--- src/rtl/mux_arb_pkg.sv ---
// rtl/mux_arb_pkg.sv - shared types, defaults and index helper for the round-robin mux arbiter
package mux_arb_pkg;

  typedef enum logic {
    EMPTY = 1'b0,
    FULL  = 1'b1
  } arb_state_t;

  localparam int DEF_N = 4;
  localparam int DEF_W = 4;

  // (base + off) mod n, valid when both operands are already below n
  function automatic int wrap_add(input int base, input int off, input int n);
    int s;
    s = base + off;
    return (s >= n) ? s - n : s;
  endfunction

endpackage

--- src/rtl/mux_rr_arbiter_rr_pick.sv ---
// rtl/mux_rr_arbiter_rr_pick.sv - combinational round-robin winner select from a rotating pointer
module rr_pick
  import mux_arb_pkg::*;
#(
  parameter int N     = DEF_N,
  parameter int SEL_W = $clog2(N)
) (
  input  logic [N-1:0]     req,
  input  logic [SEL_W-1:0] ptr,
  output logic [SEL_W-1:0] winner,
  output logic             any
);

  logic [2*N-1:0] dbl;
  logic [N-1:0]   rot;
  logic           found;

  // Rotating {req,req} right by ptr puts requester ptr at bit 0 of the scan window.
  always_comb begin
    dbl    = {req, req} >> ptr;
    rot    = dbl[N-1:0];
    winner = '0;
    found  = 1'b0;
    any    = |req;
    for (int i = 0; i < N; i++) begin
      if (!found && rot[i]) begin
        found  = 1'b1;
        winner = SEL_W'(wrap_add(int'(ptr), i, N));
      end
    end
  end

endmodule

--- src/rtl/mux_rr_arbiter.sv ---
// rtl/mux_rr_arbiter.sv - round-robin owner of a shared W-bit mux with a 1-entry valid/ready output buffer
module mux_rr_arbiter
  import mux_arb_pkg::*;
#(
  parameter int N = DEF_N,
  parameter int W = DEF_W,
  localparam int SEL_W = $clog2(N)
) (
  input  logic             clk,
  input  logic             rst_n,
  input  logic [N-1:0]     req,
  input  logic [N-1:0]     lock,
  input  logic [N*W-1:0]   in_data,
  output logic [N-1:0]     ack,
  output logic [SEL_W-1:0] mux_sel,
  output logic             out_valid,
  output logic [W-1:0]     out_data,
  output logic [SEL_W-1:0] out_src,
  input  logic             out_ready
);

  arb_state_t       state_q, state_d;
  logic [SEL_W-1:0] ptr;
  logic [SEL_W-1:0] winner;
  logic             any;
  logic             load;
  logic [W-1:0]     words [N];

  for (genvar g = 0; g < N; g++) begin : g_words
    assign words[g] = in_data[g*W +: W];
  end

  rr_pick #(.N(N), .SEL_W(SEL_W)) u_pick (
    .req    (req),
    .ptr    (ptr),
    .winner (winner),
    .any    (any)
  );

  // Gated by rst_n so no ack leaks out while reset is held.
  assign load      = rst_n && any && (state_q == EMPTY || out_ready);
  assign out_valid = (state_q == FULL);

  always_comb begin
    ack     = '0;
    state_d = state_q;
    if (load) begin
      ack[winner] = 1'b1;
      state_d     = FULL;
    end else if (state_q == FULL && out_ready) begin
      state_d = EMPTY;
    end
  end

  always_ff @(posedge clk or negedge rst_n) begin
    if (!rst_n) begin
      state_q <= EMPTY;
    end else begin
      state_q <= state_d;
    end
  end

  // A locked winner keeps the pointer so it stays first in line for the next load.
  always_ff @(posedge clk or negedge rst_n) begin
    if (!rst_n) begin
      out_data <= '0;
      out_src  <= '0;
      mux_sel  <= '0;
      ptr      <= '0;
    end else if (load) begin
      out_data <= words[winner];
      out_src  <= winner;
      mux_sel  <= winner;
      ptr      <= lock[winner] ? winner : SEL_W'(wrap_add(int'(winner), 1, N));
    end
  end

endmodule

--- config.mk ---
export PLATFORM = sky130hd
export DESIGN_NAME = mux_rr_arbiter
export DESIGN_NICKNAME = d
export VERILOG_FILES = /design/src/rtl/mux_arb_pkg.sv /design/src/rtl/mux_rr_arbiter_rr_pick.sv /design/src/rtl/mux_rr_arbiter.sv
export SDC_FILE = /design/constraint.sdc
export NUM_CORES = 1
export LEC_CHECK = 0
export BUFFER_PORTS_ARGS = -buffer_cell sky130_fd_sc_hd__buf_2
export CORE_MARGIN = 2
export CORE_UTILIZATION = 40
export CTS_CLUSTER_DIAMETER = 200
export DETAILED_ROUTE_END_ITERATION = 16
export GPL_ROUTABILITY_DRIVEN = 1
export PLACE_DENSITY = 0.74
export SYNTH_ARGS = -nofsm -noshare
export SYNTH_HDL_FRONTEND = slang
export SYNTH_HIERARCHICAL = 1
export SYNTH_SLANG_ARGS = --single-unit
--- constraint.sdc ---
create_clock -name clk -period 3.21 [get_ports clk]
set_input_delay 0.321 -clock clk [delete_from_list [all_inputs] [get_ports clk]]
set_output_delay 0.321 -clock clk [all_outputs]
set_load 0.05 [all_outputs]
# ---- Word-level counts from Yosys, hierarchy flattened
# Index checks and enable logic that the tools add are counted.
dict set report word_totals {
  input_bits 27
  elab_cells 60
  output_inout_bits 13
  ff_bits 9
}
dict set report classes {
  bitwise 2
  n_lt_le_gt_ge 8
  n_reduce_logical 13
  n_mux 23
  shifts 1
  addsub 9
}
# cell count
set ops {}
lappend ops {{2-bit two-way mux} 10}
lappend ops {{3-bit greater-or-equal comparator, second input constant} 5}
lappend ops {{4-bit two-way mux} 3}
lappend ops {{2-bit by 1-bit subtractor with 2-bit output, second input constant} 5}
lappend ops {{4-bit binary-select mux with 2-bit select} 1}
lappend ops {{8-bit by 2-bit right shift with 4-bit output} 1}
lappend ops {{1-bit logical AND} 7}
lappend ops {{1-bit two-way mux} 7}
lappend ops {{2-bit by 1-bit adder with 3-bit output, second input constant} 2}
lappend ops {{2-bit by 2-bit adder with 3-bit output, second input constant} 2}
lappend ops {{4-bit OR reduction} 1}
lappend ops {{2-bit by 3-bit greater-or-equal comparator with 1-bit output, second input constant} 1}
lappend ops {{1-bit logical NOT} 3}
lappend ops {{2-bit by 3-bit less-than comparator with 1-bit output, second input constant} 1}
lappend ops {{2-bit inverter with 3-bit output} 1}
lappend ops {{1-bit binary-select mux with 2-bit select} 1}
lappend ops {{1-bit demux with 2-bit select} 1}
lappend ops {{2-bit by 1-bit greater-or-equal comparator with 1-bit output, second input constant} 1}
lappend ops {{2-bit nonzero test} 1}
lappend ops {{1-bit logical OR} 1}
lappend ops {{1-bit inverter} 1}

# ---- Depth between registers and ports, before layout
dict set report logic_depth {
  ltp_word 16
  mapped_depth 8
  mapped_depth_nobuf 7
}

# ---- Cells and area by module
# Netlist, hierarchy kept.
# module n_inst area_each_um2 cells_each seq_area_each_um2
set modules_own_cells {}
lappend modules_own_cells {mux_rr_arbiter 1 626.9 48 225.2}
lappend modules_own_cells {rr_pick 1 73.8 12 0.0}

# ---- Worst setup path after synthesis
# Ideal clock, no wire load.
dict set report synth_timing {
  path_kind {reg2reg}
  start {register ptr[1]}
  end {register out_data[0]}
  setup_time_ns 0.125
  stages_incl_launch_ff 7
  required_time_ns 3.085
  path_buffers 1
  synth_period_minus_slack_ns 2.115
  arrival_ns 1.990
  path_slack_ns 1.095
  cell_sequence {dfrtp_1 > mux2i_1 > nor2_1 > a311oi_1 > buf_6 > mux4_2 > mux2_4}
}
dict set report synth_via {
  elab_chain_cells 15
}
# item line_no
set synth_lines {}
lappend synth_lines {{from (decl)} mux_rr_arbiter.sv:23} ;# logic [SEL_W-1:0] ptr;
lappend synth_lines {{from (signal assigned)} mux_rr_arbiter.sv:74} ;# ptr <= lock[winner] ? winner : SEL_W'(wrap_add(int'(winner), 1, N));
lappend synth_lines {{parallel branches: the longest is 10 deep, another holds 2-bit by 1-bit adder with 3-bit output} -}
lappend synth_lines {{2-bit two-way mux (*)} mux_rr_arbiter_rr_pick.sv:26} ;# if (!found && rot[i]) begin
lappend synth_lines {{via winner[0]} mux_rr_arbiter.sv:24} ;# logic [SEL_W-1:0] winner;
lappend synth_lines {{2-bit inverter with 3-bit output (not written as such) (*)} mux_rr_arbiter.sv:71} ;# out_data <= words[winner];
lappend synth_lines {{4-bit binary-select mux with 2-bit select (*)} mux_rr_arbiter.sv:71}
lappend synth_lines {{4-bit two-way mux (not written as such) (*) (2 in series)} mux_rr_arbiter.sv:71}
lappend synth_lines {{to (signal assigned)} mux_rr_arbiter.sv:71}
lappend synth_lines {{to (decl)} mux_rr_arbiter.sv:17} ;# output logic [W-1:0] out_data,
# Mark *: on every way through the listed nets, which the timed path passes. The select of a mux whose other input is x is not followed.
# A chain may end at the register's enable or synchronous reset.

# ---- Worst setup path in the final report
dict set report layout_timing {
  start {input rst_n}
  end {output ack[0]}
}
dict set report layout_via {
  elab_chain_cells 3
}
# item line_no
set layout_lines {}
lappend layout_lines {{from (decl)} mux_rr_arbiter.sv:10} ;# input logic rst_n,
lappend layout_lines {{1-bit logical AND (2 in series)} mux_rr_arbiter.sv:41} ;# assign load = rst_n && any && (state_q == EMPTY || out_ready);
lappend layout_lines {{4-bit two-way mux} mux_rr_arbiter.sv:47} ;# if (load) begin
lappend layout_lines {{to (decl)} mux_rr_arbiter.sv:14} ;# output logic [N-1:0] ack,
# No other way between the ends.

==> metrics.txt <==
outcome=finished, final reports clean; Die X=45.9 um; Clock Skews=1.97 ps; worst hold path class=primary input to register; clk buf depth=2; 1st-iter DRT viols=5; Max VDD drop=328 uV; per-cell routed wire length=12.4 um; unrepaired setup endpoints after global routing=no; areal power density over the cells=877 nW/um^2; Clk Latency, worst-skew pair=260 ps; Final GP Congestion=0.712; register area share after synthesis=0.321; Final Slew Violations=0; CP Max Fanout=12; Final #Nets=132; Worst Hold End=out_valid; I/O Pins=40; DRT antenna net count=0; Starting Density=0.415; Tot GR Track Use=0.146; n_diodes=0; CTS Buf Count=3; final WL=1.45 mm; commonest non-fill, non-tap cell in the layout=buf_2; Area Growth Syn to Fin=32.7%; layout cells sized above 1=0.570; Post-Syn Area=701 um^2; Synth warnings=6; pin count of the biggest net entering global routing=13; post_cts resized=0; drc violations=0; final setup fails=0; max_cap viols=0; worst hold path stage count=3; Rows=15; Setup crit start kind=primary input; pre-CTS setup slack=969 ps; Clock Sinks=9; CTS tree=yes; CTS root buf=clkbuf_4; post-route setup slack=739 ps; Syn Area/Cell=11.7 um^2; Core ar.=1690 um^2; Crit-path slowest cell=dlygate4sd3_1; Hold Crit Start=out_ready; Achievable Freq=405 MHz; crit-path cells=dlygate4sd3_1, buf_2, nand2_1, and2b_1, and2_1, buf_2; Period Utilization, post-route=0.770; DR vias=612; Worst R2R Path Depth=6; die area=2100 um^2; worst reg2reg endpoint=ptr[0]; htree depth=1; vias in the first global route=559; die height=45.9 um; number of buffers added on ports=39; worst r2r src=ptr[1]; Syn Inst Count=60; router iterations before antenna repair=4; CP most frequent cell=buf_2; slew margin rel.=0.665; final count of hold timing violations=0; top post-synthesis cells by area=dfrtp_1 (32%), mux4_2 (16%), mux2_4 (11%), ha_1 (7.1%), mux2_2 (4.8%); fillers=160; routed vias/inst=5.23; leading area contributor after synthesis=dfrtp_1; Synth top area share=0.321; Worst setup EP type=output pin; CTS clk-pin slew, worst paths=60 ps; commonest non-fill, non-tap cells in the layout=buf_2 (39), dfrtp_1 (9), inv_1 (6); post-CTS setup buffer count=0; Setup CP Type=primary input to output pin; leakage power=0.492 nW; CP max stage delay=520 ps; first-pass GRT wire length=2.19 mm; Yosys cell types=21; HPWL Detailed=1.17 mm; Yosys reg bits=9; syn_nets=91; total grt overflow=0; CP Data Required Time=2890 ps; Period minus WS final=2470 ps; hold_buf cts=1; setup TNS=0 ps; Worst Tran Pin Value=502 ps; initial antenna violation count=0; CP Data Arrival Time=2150 ps; Register-to-Register Setup Slack=1080 ps
==> kinds of logic after synthesis <==
kind of cell | Yosys count | synth area share
adders and majority gates | 4 | 0.0714
and+or+nand+nor | 12 | 0.0964
muxes | 15 | 0.345
DFF | 9 | 0.321
AOI/OAI and AO/OA | 9 | 0.0804
buffers and inverters | 11 | 0.0857
==> stage by stage <==
stage | total power [mW] | util | instance area [um^2] | instances | hold WS (ps)
finish | 0.815 | 0.550 | 930 | 117 | 389
global route | 0.862 | 0.550 | 930 | 117 | 409
CTS | 0.822 | 0.550 | 930 | 117 | 394
detailed placement | 0.735 | 0.529 | 893 | 112 | 190
global placement | 0.724 | 0.529 | 893 | 112 | 188
floorplan | 0.639 | - | 701 | 60 | 25.4
==> cell type report <==
| class | instances | area (um^2) | share of cell area |
|---|---|---|---|
| well taps | 17 | 21.3 | 0.0229 |
| flip-flops and latches | 9 | 225 | 0.242 |
| clock buffers | 4 | 26.3 | 0.0283 |
| repair buffers | 41 | 213 | 0.229 |
| multi-input cells | 40 | 422 | 0.454 |
| inverters | 6 | 22.5 | 0.0242 |
==> registers in the layout, indices dropped and copies added (netlist names) <==
signal / flops
out_data: 4
out_src: 2
out_valid: 1
ptr: 2
==> how the worst max path moves through the flow <==
stage                       from          end  slack (ps)  cells after the start
after floorplan           ptr[1]  out_data[0]        1090                      6
after global placement    req[0]       ack[0]        1030                      6
after detailed placement  req[0]       ack[3]         970                      6
after CTS                  rst_n       ack[3]         700                      6
after global routing       rst_n       ack[0]         590                      6
final                      rst_n       ack[0]         740                      6
==> critical path: cells and delay by family <==
family | cells | cell delay, ps
buffers and inverters | 3 | 1010
and+or+nand+nor | 3 | 820
==> power by group <==
| group | internal [mW] | switching, mW |
|---|---|---|
| combinational | 0.193 | 0.332 |
| sequential | 0.165 | 0.0386 |
| clock | 0.0479 | 0.0387 |
| total | 0.406 | 0.409 |
==> synth_stat cells <==
master,count
or4_1,1
inv_1,6
and2b_1,1
mux2_2,3
nand2_1,3
o2bb2a_1,1
mux4_2,5
clkbuf_1,1
a31oi_1,2
and2_1,4
buf_4,3
a21oi_1,3
buf_6,1
ha_1,4
nand2b_1,2
mux2i_1,2
nor2_1,1
a311oi_1,1
mux2_4,5
dfrtp_1,9
o21ai_0,2
==> per-layer routing <==
layer | routed length (um) | up-vias | share of wire | global-route usage
li1 | - | 293 | - | -
met4 | 20 | 0 | 0.014 | 0.0857
met5 | 0 | - | 0 | 0
met3 | 105 | 4 | 0.072 | 0.0397
met1 | 554 | 286 | 0.38 | 0.170
met2 | 769 | 29 | 0.53 | 0.236
Note: power is estimated with default switching activity, not from simulation.
